**src/rtl/fetch_pkg.sv**
```systemverilog
// fetch_pkg: constants and types shared by the fetch front end.
//   FETCH_W  : instruction slots per fetch line
//   INSTR_W  : bits per instruction slot
//   PKT_W    : bits of instruction data per fetch line
//   LINE_OFF : byte-offset bits within one fetch line
//   ADDR_W   : byte-address width carried in a buffered packet
//   fetch_pkt_t : one buffered packet {instr, mask, pc}
//   slot_mask() : valid-slot mask for a line entered at a given slot
package fetch_pkg;

  localparam int FETCH_W  = 4;
  localparam int INSTR_W  = 32;
  localparam int PKT_W    = 128;
  localparam int LINE_OFF = 4;
  localparam int ADDR_W   = 12;

  typedef struct packed {
    logic [PKT_W-1:0]   instr;
    logic [FETCH_W-1:0] mask;
    logic [ADDR_W-1:0]  pc;
  } fetch_pkt_t;

  // Slots at or above the entry slot are live; earlier slots precede the
  // fetch target and must not reach decode.
  function automatic logic [FETCH_W-1:0] slot_mask(input logic [1:0] first_slot);
    return 4'b1111 << first_slot;
  endfunction

endpackage

```
**src/rtl/fetch_unit_if.sv**
```systemverilog
// fetch_unit_if: instruction-cache request/response and decode handshake
// signals of the fetch stage.
//   o_IcacheReq/o_IcacheAddr : line request and line-aligned address
//   i_IcacheData             : line data, one cycle after the request
//   i_redirect/i_redirectPC  : flush and restart fetch at a new PC
//   o_valid/o_instr/o_mask/o_pc : head packet towards decode
//   i_ready                  : decode accepts the head packet
// Modport master is the fetch unit; modport slave is its environment.
interface fetch_unit_if #(
  parameter int WIDTH = 12
);

  logic                      o_IcacheReq;
  logic [WIDTH-1:0]          o_IcacheAddr;
  logic [fetch_pkg::PKT_W-1:0]   i_IcacheData;
  logic                      i_redirect;
  logic [WIDTH-1:0]          i_redirectPC;
  logic                      o_valid;
  logic [fetch_pkg::PKT_W-1:0]   o_instr;
  logic [fetch_pkg::FETCH_W-1:0] o_mask;
  logic [WIDTH-1:0]          o_pc;
  logic                      i_ready;

  modport master (
    output o_IcacheReq, o_IcacheAddr, o_valid, o_instr, o_mask, o_pc,
    input  i_IcacheData, i_redirect, i_redirectPC, i_ready
  );

  modport slave (
    input  o_IcacheReq, o_IcacheAddr, o_valid, o_instr, o_mask, o_pc,
    output i_IcacheData, i_redirect, i_redirectPC, i_ready
  );

endinterface

```
**src/rtl/fetch_fifo.sv**
```systemverilog
// fetch_fifo: synchronous FIFO with flush for buffered fetch packets.
//   clk, rst     : clock, synchronous active-high reset
//   flush        : empties the FIFO, overriding push and pop
//   push, din    : write an entry (never issued when full)
//   pop, dout    : remove the head entry (never issued when empty)
//   count        : current occupancy 0..DEPTH
module fetch_fifo #(
  parameter int DEPTH = 4,
  parameter int W     = 8
) (
  input  logic                       clk,
  input  logic                       rst,
  input  logic                       flush,
  input  logic                       push,
  input  logic [W-1:0]               din,
  input  logic                       pop,
  output logic [W-1:0]               dout,
  output logic [$clog2(DEPTH+1)-1:0] count
);

  localparam int PW = (DEPTH > 1) ? $clog2(DEPTH) : 1;

  logic [W-1:0]  mem [DEPTH];
  logic [PW-1:0] rd_ptr;
  logic [PW-1:0] wr_ptr;

  // Pointers wrap explicitly so DEPTH need not be a power of two.
  function automatic logic [PW-1:0] next_ptr(input logic [PW-1:0] p);
    return (p == PW'(DEPTH - 1)) ? '0 : p + PW'(1);
  endfunction

  // Pointer and occupancy tracking; flush behaves like reset.
  always_ff @(posedge clk) begin
    if (rst || flush) begin
      rd_ptr <= '0;
      wr_ptr <= '0;
      count  <= '0;
    end else begin
      if (push) wr_ptr <= next_ptr(wr_ptr);
      if (pop)  rd_ptr <= next_ptr(rd_ptr);
      case ({push, pop})
        2'b10:   count <= count + 1'b1;
        2'b01:   count <= count - 1'b1;
        default: count <= count;
      endcase
    end
  end

  // Storage needs no reset; occupancy decides which entries are meaningful.
  always_ff @(posedge clk) begin
    if (push && !flush && !rst) mem[wr_ptr] <= din;
  end

  assign dout = mem[rd_ptr];

endmodule

```
**src/rtl/fetch_unit.sv**
```systemverilog
// fetch_unit: fetch stage. Generates the fetch PC, requests 4-instruction
// lines from the I-cache, buffers returned packets and presents them to
// decode over a valid/ready handshake. A redirect flushes the buffer,
// kills the in-flight response and restarts fetch at the new PC.
//   i_clk, i_rst : clock, synchronous active-high reset
//   bus          : fetch_unit_if.master (I-cache, redirect, decode signals)
// Optional feature macro FETCH_BYPASS_EN: a live response is shown to
// decode in its arrival cycle when the buffer is empty.
// WIDTH must equal fetch_pkg::ADDR_W, the pc width of a buffered packet.
module fetch_unit
  import fetch_pkg::*;
#(
  parameter int               WIDTH    = ADDR_W,
  parameter int               DEPTH    = 4,
  parameter logic [WIDTH-1:0] RESET_PC = '0
) (
  input  logic         i_clk,
  input  logic         i_rst,
  fetch_unit_if.master bus
);

  localparam int CW = $clog2(DEPTH + 1);

  logic [WIDTH-1:0]   fetch_pc;
  logic [WIDTH-1:0]   line_base;
  logic               inflight;
  logic [FETCH_W-1:0] inf_mask;
  logic [WIDTH-1:0]   inf_base;
  logic [CW-1:0]      fifo_count;
  fetch_pkt_t         push_pkt;
  fetch_pkt_t         head_pkt;
  logic               credit;
  logic               req;
  logic               live;
  logic               head_valid;
  logic               push;
  logic               pop;

  assign line_base = {fetch_pc[WIDTH-1:LINE_OFF], LINE_OFF'(0)};

  // Credit uses registered state only, so a pop frees a slot one cycle later.
  assign credit = ({1'b0, fetch_count_ext(fifo_count)} + {{CW{1'b0}}, inflight}) < (CW+1)'(DEPTH);

  function automatic logic [CW-1:0] fetch_count_ext(input logic [CW-1:0] c);
    return c;
  endfunction

  assign req  = credit && !bus.i_redirect && !i_rst;
  assign live = inflight && !bus.i_redirect;

  assign bus.o_IcacheReq  = req;
  assign bus.o_IcacheAddr = line_base;

  assign push_pkt   = '{instr: bus.i_IcacheData, mask: inf_mask, pc: inf_base};
  assign head_valid = (fifo_count != '0);
  assign pop        = head_valid && bus.i_ready;

`ifdef FETCH_BYPASS_EN
  logic bypass;

  // An arriving packet skips the empty buffer; it is only stored if decode
  // does not take it straight away.
  assign bypass      = !head_valid && live;
  assign bus.o_valid = head_valid || bypass;
  assign bus.o_instr = bypass ? push_pkt.instr : head_pkt.instr;
  assign bus.o_mask  = bypass ? push_pkt.mask  : head_pkt.mask;
  assign bus.o_pc    = bypass ? push_pkt.pc    : head_pkt.pc;
  assign push        = live && !(bypass && bus.i_ready);
`else
  assign bus.o_valid = head_valid;
  assign bus.o_instr = head_pkt.instr;
  assign bus.o_mask  = head_pkt.mask;
  assign bus.o_pc    = head_pkt.pc;
  assign push        = live;
`endif

  fetch_fifo #(
    .DEPTH (DEPTH),
    .W     ($bits(fetch_pkt_t))
  ) u_fifo (
    .clk   (i_clk),
    .rst   (i_rst),
    .flush (bus.i_redirect),
    .push  (push),
    .din   (push_pkt),
    .pop   (pop),
    .dout  (head_pkt),
    .count (fifo_count)
  );

  // PC and in-flight tracking. A response always lands the cycle after its
  // request, so inflight simply follows req unless a redirect kills it.
  always_ff @(posedge i_clk) begin
    if (i_rst) begin
      fetch_pc <= RESET_PC;
      inflight <= 1'b0;
      inf_mask <= '0;
      inf_base <= '0;
    end else if (bus.i_redirect) begin
      fetch_pc <= {bus.i_redirectPC[WIDTH-1:2], 2'b00};
      inflight <= 1'b0;
    end else begin
      inflight <= req;
      if (req) begin
        inf_mask <= slot_mask(fetch_pc[3:2]);
        inf_base <= line_base;
        fetch_pc <= line_base + WIDTH'(16);
      end
    end
  end

endmodule

```
**src/flat_wrapper.sv**
```systemverilog
// flat-port wrapper written by rule: the top's interface ports become plain ports
module fetch_unit_flat import fetch_pkg::*;
#(
  parameter int               WIDTH    = ADDR_W,
  parameter int               DEPTH    = 4,
  parameter logic [WIDTH-1:0] RESET_PC = '0
)
  (i_clk, i_rst, bus_o_IcacheReq, bus_o_IcacheAddr, bus_o_valid, bus_o_instr, bus_o_mask, bus_o_pc, bus_i_IcacheData, bus_i_redirect, bus_i_redirectPC, bus_i_ready);
  fetch_unit_if #(.WIDTH(WIDTH)) bus_i ();
  input  logic i_clk;
  input  logic i_rst;
  output wire logic [$bits(bus_i.o_IcacheReq)-1:0] bus_o_IcacheReq;
  output wire logic [$bits(bus_i.o_IcacheAddr)-1:0] bus_o_IcacheAddr;
  output wire logic [$bits(bus_i.o_valid)-1:0] bus_o_valid;
  output wire logic [$bits(bus_i.o_instr)-1:0] bus_o_instr;
  output wire logic [$bits(bus_i.o_mask)-1:0] bus_o_mask;
  output wire logic [$bits(bus_i.o_pc)-1:0] bus_o_pc;
  input wire logic [$bits(bus_i.i_IcacheData)-1:0] bus_i_IcacheData;
  input wire logic [$bits(bus_i.i_redirect)-1:0] bus_i_redirect;
  input wire logic [$bits(bus_i.i_redirectPC)-1:0] bus_i_redirectPC;
  input wire logic [$bits(bus_i.i_ready)-1:0] bus_i_ready;
  assign bus_o_IcacheReq = bus_i.o_IcacheReq;
  assign bus_o_IcacheAddr = bus_i.o_IcacheAddr;
  assign bus_o_valid = bus_i.o_valid;
  assign bus_o_instr = bus_i.o_instr;
  assign bus_o_mask = bus_i.o_mask;
  assign bus_o_pc = bus_i.o_pc;
  assign bus_i.i_IcacheData = bus_i_IcacheData;
  assign bus_i.i_redirect = bus_i_redirect;
  assign bus_i.i_redirectPC = bus_i_redirectPC;
  assign bus_i.i_ready = bus_i_ready;
  fetch_unit #(.WIDTH(WIDTH), .DEPTH(DEPTH), .RESET_PC(RESET_PC)) u_core (.i_clk(i_clk), .i_rst(i_rst), .bus(bus_i));
endmodule
```
**config.mk**
```make
export PLATFORM = sky130hd
export DESIGN_NAME = fetch_unit_flat
export DESIGN_NICKNAME = d
export VERILOG_FILES = /design/src/rtl/fetch_pkg.sv /design/src/rtl/fetch_unit_if.sv /design/src/rtl/fetch_fifo.sv /design/src/rtl/fetch_unit.sv /design/src/flat_wrapper.sv
export SDC_FILE = /design/constraint.sdc
export NUM_CORES = 1
export LEC_CHECK = 0
export BUFFER_PORTS_ARGS = -buffer_cell sky130_fd_sc_hd__buf_2
export CAP_MARGIN = 20
export CORE_UTILIZATION = 45
export CTS_CLUSTER_SIZE = 12
export DETAILED_ROUTE_END_ITERATION = 7
export PLACE_DENSITY = 0.65
export SLEW_MARGIN = 25
export SYNTH_ARGS = -nofsm -noshare
export SYNTH_HDL_FRONTEND = slang
export SYNTH_SLANG_ARGS = --single-unit
```
**constraint.sdc**
```tcl
create_clock -name i_clk -period 9.27 [get_ports i_clk]
set_input_delay 2.781 -clock i_clk [delete_from_list [all_inputs] [get_ports i_clk]]
set_output_delay 2.781 -clock i_clk [all_outputs]
set_load 0.005 [all_outputs]
```
==> metrics.txt, run 1 <==
yosys warns=0; Cells after Synth=919; unrepaired setup endpoints after global routing=false; CTS clk-pin slew, worst paths=0.06 ns; Inserted Clock Buffers=60; final core utilization=0.538; Synth cell types=38; combinational power share=0.023; Layout Nets=1386; share of layout cells above drive strength 1=0.410; Hold Path Class=reg -> reg; Yosys top cell by area=edfxtp_1; Fin. Hold Viols=0; First-pass DRT Iterations=5; ANT nets after route=0; crit path time final=7.09 ns; Max transition margin=0.372; Final setup violation count=0; initial DRC count=540; max_cap viols=0; count of final max-slew check failures=0; met2 usage=0.274; worst skew pair latency=0.61 ns; status=completed; fin cells=1895; Fin Setup TNS=0 ns; Die X-Extent=222 um; CP endpoint kind=output pin; core area=0.0476 mm2; H-tree depth=2; worst vdd ir=141 uV; crit start category=input port; Synth area leaders=edfxtp_1 78%, mux4_2 15%, dfxtp_1 3.0%; area post-placement=0.0238 mm2; FP Rows=80; Flop pwr share=0.554; routability cong.=0.768; clk buf depth=3; worst slew pin tran=0.942 ns; Seq cells post-synth=592; max frequency=0.141 GHz; CP Class=in -> out; area grow syn2layout=18.1%; Worst Path Arrival=4.31 ns; pin count of the biggest net entering global routing=100; PD cells=208 mW/mm2; CTS resizes=0; Cells after DPL=1787; clk_skew=0.0189 ns; Die Ht=222 um; Final period util=0.764; Port Buffers=291; Int Pwr=4.32 mW; HPWL Detailed=23500 um; met1 Use GR=0.225; Die Area=0.0491 mm2; Wirelength per Cell=21.9 um; Pleak=8.46 nW; hold buffers post-CTS=0; Crit Path Max Fanout=23; io pins=302; final wirelength=41400 um; sequential-to-total area share from yosys stat=0.805; first-pass GRT wire length=62600 um; ys async rst share=0; CTS tree=built; clock share of power=0.424; routed vias=10000; CTS root buf=clkbuf_16; number of flops mapped to enable cells by yosys=560; routed vias/inst=5.30; initial antenna violation count=4; post-CTS setup buffers=0; Overall Global Routing Usage=0.170; switching power=1.02 mW; Finished Cell Area=0.0256 mm2; switch share=0.191; grt ovf=0; # DRC=0; most frequent cell after synthesis=edfxtp_1; Synth Area per Inst=23.6 um2; Clock Sinks=592; Worst Path Required=6.49 ns; GR peak layer=met2; top cell type's share of synthesized area=0.775; Post-Syn Area=0.0217 mm2; vias in the first global route=10700; met3 Track Usage GR=0.0531; Synth top cells by count=560 x edfxtp_1, 140 x mux4_2, 33 x nand2_1; ys flop type=edfxtp_1; Initial Utilization=0.455; total power after layout=5.33 mW
state kept, by name, indices dropped and copies added (netlist names), named ones only:
| register | flops |
|---|---|
| u_core.u_fifo.wr_ptr | 2 |
| u_core.u_fifo.count | 3 |
| u_core.inf_mask | 4 |
| u_core.u_fifo.rd_ptr | 2 |
| u_core.inf_base | 8 |
| u_core.fetch_pc | 10 |
| u_core.u_fifo.mem | 560 |
| u_core.inflight | 1 |
power by group through the flow:
| stage | logic, mW | registers, mW | clock network (mW) |
|---|---|---|---|
| floorplan | 0.0501 | 3.01 | 0 |
| global placement | 0.115 | 3.01 | 0 |
| detailed placement | 0.121 | 3.01 | 0 |
| CTS | 0.122 | 2.95 | 2.32 |
| global route | 0.133 | 2.95 | 2.41 |
| finish | 0.120 | 2.95 | 2.26 |
area by class of cell:
cell class	instances	area, um2
diodes	1	2.50
repair buffers	300	1570
multi-input cells	268	3910
fillers	3732	22000
clock buffers	96	1760
well taps	615	769
inverters	12	45.0
clock inverters	11	86.3
flip-flops and latches	592	17500
metrics by stage:
stage	setup slack, ns	hold WS (ns)
final	2.18	0.474
after global routing	2.06	0.497
after CTS	2.20	0.475
after detailed placement	2.20	0.466
after global placement	2.25	0.461
after floorplan	2.54	0.440
layout by cell type (no fill, tap or decap), types with 4 or more instances in the layout:
cell and n:
clkbuf_1 29, nand2_1 33, and3_4 4, nand3_1 7, mux4_2 140, inv_1 11
a21oi_1 21, buf_2 291, buf_12 4, nor2_1 12, or3_1 5, conb_1 8
dfxtp_1 30, edfxtp_1 560, clkinv_1 5, clkbuf_16 65, buf_4 5, ha_1 7
worst paths after layout:
check | slack [ns] | startpoint | cells after the start | endpoint
setup / recovery | 2.18 | i_rst | 5 | bus_o_IcacheReq
hold / removal | 0.47 | u_core.u_fifo.rd_ptr[1] | 2 | flop
setup reg to reg | 6.69 | u_core.u_fifo.wr_ptr[0] | 4 | u_core.u_fifo.mem[0][131]
hold reg to reg | 0.47 | u_core.u_fifo.rd_ptr[1] | 2 | flop
critical path, cell delays in order:
cell	delay (ns)
buf_2	0.25
nor2_4	0.23
nand3_4	0.22
inv_1	0.59
buf_2	0.23
logic make-up (layout without fill, tap and decap cells):
family / Yosys count / in the layout / synth area share
AO/OA/AOI/OAI: 39 / 39 / 0.0110
XOR/XNOR: 2 / 2 / 0.000808
adder cells (fa/ha/maj): 8 / 8 / 0.00496
buffers and inverters: 66 / 419 / 0.0170
flip-flops: 592 / 592 / 0.805
multiplexers: 141 / 141 / 0.146
other: 1 / 9 / 0.000173
AND/OR/NAND/NOR: 70 / 70 / 0.0156
routing by layer:
layer / part of all wire / up-vias
met3: 0.070 / 64
met1: 0.43 / 5221
met4: 0.017 / 6
met2: 0.48 / 293
met5: 0.00092 / -
li1: - / 4460
Note: power is estimated with default switching activity, not from simulation.
==> run 2, diff against run 1 <==
Settings changed: PLACE_DENSITY 0.65 to 0.68.
Clock period 9.27 ns to 6.4 ns, I/O delays scaled along.
==> metrics.txt, run 2 (synthesized netlist as in run 1, its figures left out) <==
worst skew pair latency=0.59 ns (-0.02 ns); Clock Sinks=592 (unchanged); Layout Nets=1387 (+0.072%); unrepaired setup endpoints after global routing=false; H-tree depth=2 (unchanged); CP endpoint kind=output pin; Pleak=8.42 nW (-0.58%); First-pass DRT Iterations=5 (unchanged); R2R setup slack=4.35 ns (-2.34 ns); fill count=3710 (-0.59%); switching power=1.43 mW (+41%); pin count of the biggest net entering global routing=141 (+41%); PD cells=295 mW/mm2 (+42%); ANT nets after route=0 (unchanged); io pins=302 (unchanged); first-pass GRT wire length=61600 um (-1.7%); worst vdd ir=239 uV (+69%); Worst Path Required=4.48 ns (-2.01 ns); # DRC=0 (unchanged); vias in the first global route=10800 (+0.67%); first element of the critical path=i_rst; Overall Global Routing Usage=0.166 (-0.00416); worst hold slack=0.483 ns (+0.00931 ns); worst slew pin tran=0.944 ns (+0.00209 ns); Inserted Clock Buffers=58 (-3.3%); max_cap viols=0 (unchanged); ant diodes=0 (-1); Port Buffers=291 (unchanged); CTS clk-pin slew, worst paths=0.06 ns (about the same); initial antenna violation count=1 (-3); area grow syn2layout=17.7%; hold buffers post-CTS=0 (unchanged); Final period util=0.827; crit path time final=5.29 ns; core area=0.0476 mm2 (unchanged); Die X-Extent=222 um (unchanged); sequential cell area=0.0175 mm2 (unchanged); switch share=0.190 (-0.000681); Wirelength per Cell=21.3 um (-2.7%); HPWL Detailed=23300 um (-0.86%); Fin Setup TNS=0 ns (unchanged); Initial Utilization=0.455 (unchanged); Die Area=0.0491 mm2 (unchanged); combinational power share=0.023 (about the same); Flop pwr share=0.567 (+0.013); routed vias=10000 (-0.42%); Crit Path Max Fanout=23 (unchanged); Die Ht=222 um (unchanged); final wirelength=40200 um (-3.1%); routed vias/inst=5.30 (about the same); clk buf depth=3 (unchanged); Max transition margin=0.371 (-0.00139); grt ovf=0 (unchanged); worst hold start=u_core.u_fifo.rd_ptr[1]; Worst Path Arrival=3.37 ns (-0.94 ns); leading registers by flop count=u_core.u_fifo.mem: 560 flops, u_core.fetch_pc: 10 flops, u_core.inf_base: 8 flops; CTS resizes=0 (unchanged); count of final max-slew check failures=0 (unchanged); commonest cells after routing, fill and taps aside=560 x edfxtp_1, 291 x buf_2, 140 x mux4_2, 59 x clkbuf_16, 33 x nand2_1; max frequency=0.189 GHz; clk_skew=0.0120 ns (-0.00698 ns); Int Pwr=6.10 mW (+41%); total power after layout=7.54 mW (+41%); worst r2r src=u_core.u_fifo.count[0]; routability cong.=0.793 (+3.2%); Multi-input gate area=0.00391 mm2 (unchanged); crit start category=input port; share of layout cells above drive strength 1=0.410 (about the same); clock share of power=0.410 (-0.014); CP Class=in -> out; initial DRC count=601 (+11%); Largest Register=u_core.u_fifo.mem; FP Rows=80 (unchanged); post-CTS setup buffers=0 (unchanged); Fin. Hold Viols=0 (unchanged); Final setup violation count=0 (unchanged); max FFs per register=560 (unchanged); Hold Path Class=reg -> reg; status=completed; most common cell after layout, fill and taps aside=edfxtp_1; CTS root buf=clkbuf_16; CTS tree=built
[run 2: per-stage QoR]
stage          worst slack (ns)  utilization  instance area, um2  instances
6_report                   1.11        0.536               25500       1888
5_1_grt                   0.979        0.536               25500       1888
4_1_cts                    1.11        0.536               25500       1888
3_5_place_dp               1.11        0.500               23800       1790
3_3_place_gp               1.12        0.500               23800       1790
2_1_floorplan             0.527            -               21700        926
[run 2: metal layers]
metal	global-route usage	part of all wire	vias to the layer above
met5	0	0.00027	-
met4	0.0459	0.018	2
met3	0.0489	0.066	64
met2	0.271	0.49	263
met1	0.218	0.43	5222
li1	-	-	4451
[run 2: power by group through the flow]
| stage | logic, mW | clock network, mW | registers, mW |
|---|---|---|---|
| global route | 0.193 | 3.32 | 4.28 |
| global placement | 0.167 | 0 | 4.36 |
| floorplan | 0.0725 | 0 | 4.36 |
| detailed placement | 0.176 | 0 | 4.36 |
| finish | 0.174 | 3.09 | 4.28 |
| CTS | 0.176 | 3.18 | 4.28 |
[run 2: worst max-delay path: stages]
cell and delay (ns):
buf_2 0.24, nor2_4 0.21, nand3_4 0.20, inv_1 0.56
buf_2 0.23
[run 2: area by class of cell]
type                            count  area share
Tap cell                          615      0.0301
Timing Repair Buffer              303      0.0640
Clock inverter                      9     0.00358
Sequential cell                   592       0.684
Multi-Input combinational cell    268       0.153
Inverter                           12     0.00176
Clock buffer                       89      0.0634
[run 2: worst paths after layout]
path | end | cells after the start
worst max-delay path | bus_o_IcacheReq | 5
worst min-delay path | flop | 2
worst max register to register | u_core.u_fifo.count[2] | 9
worst min register to register | flop | 2
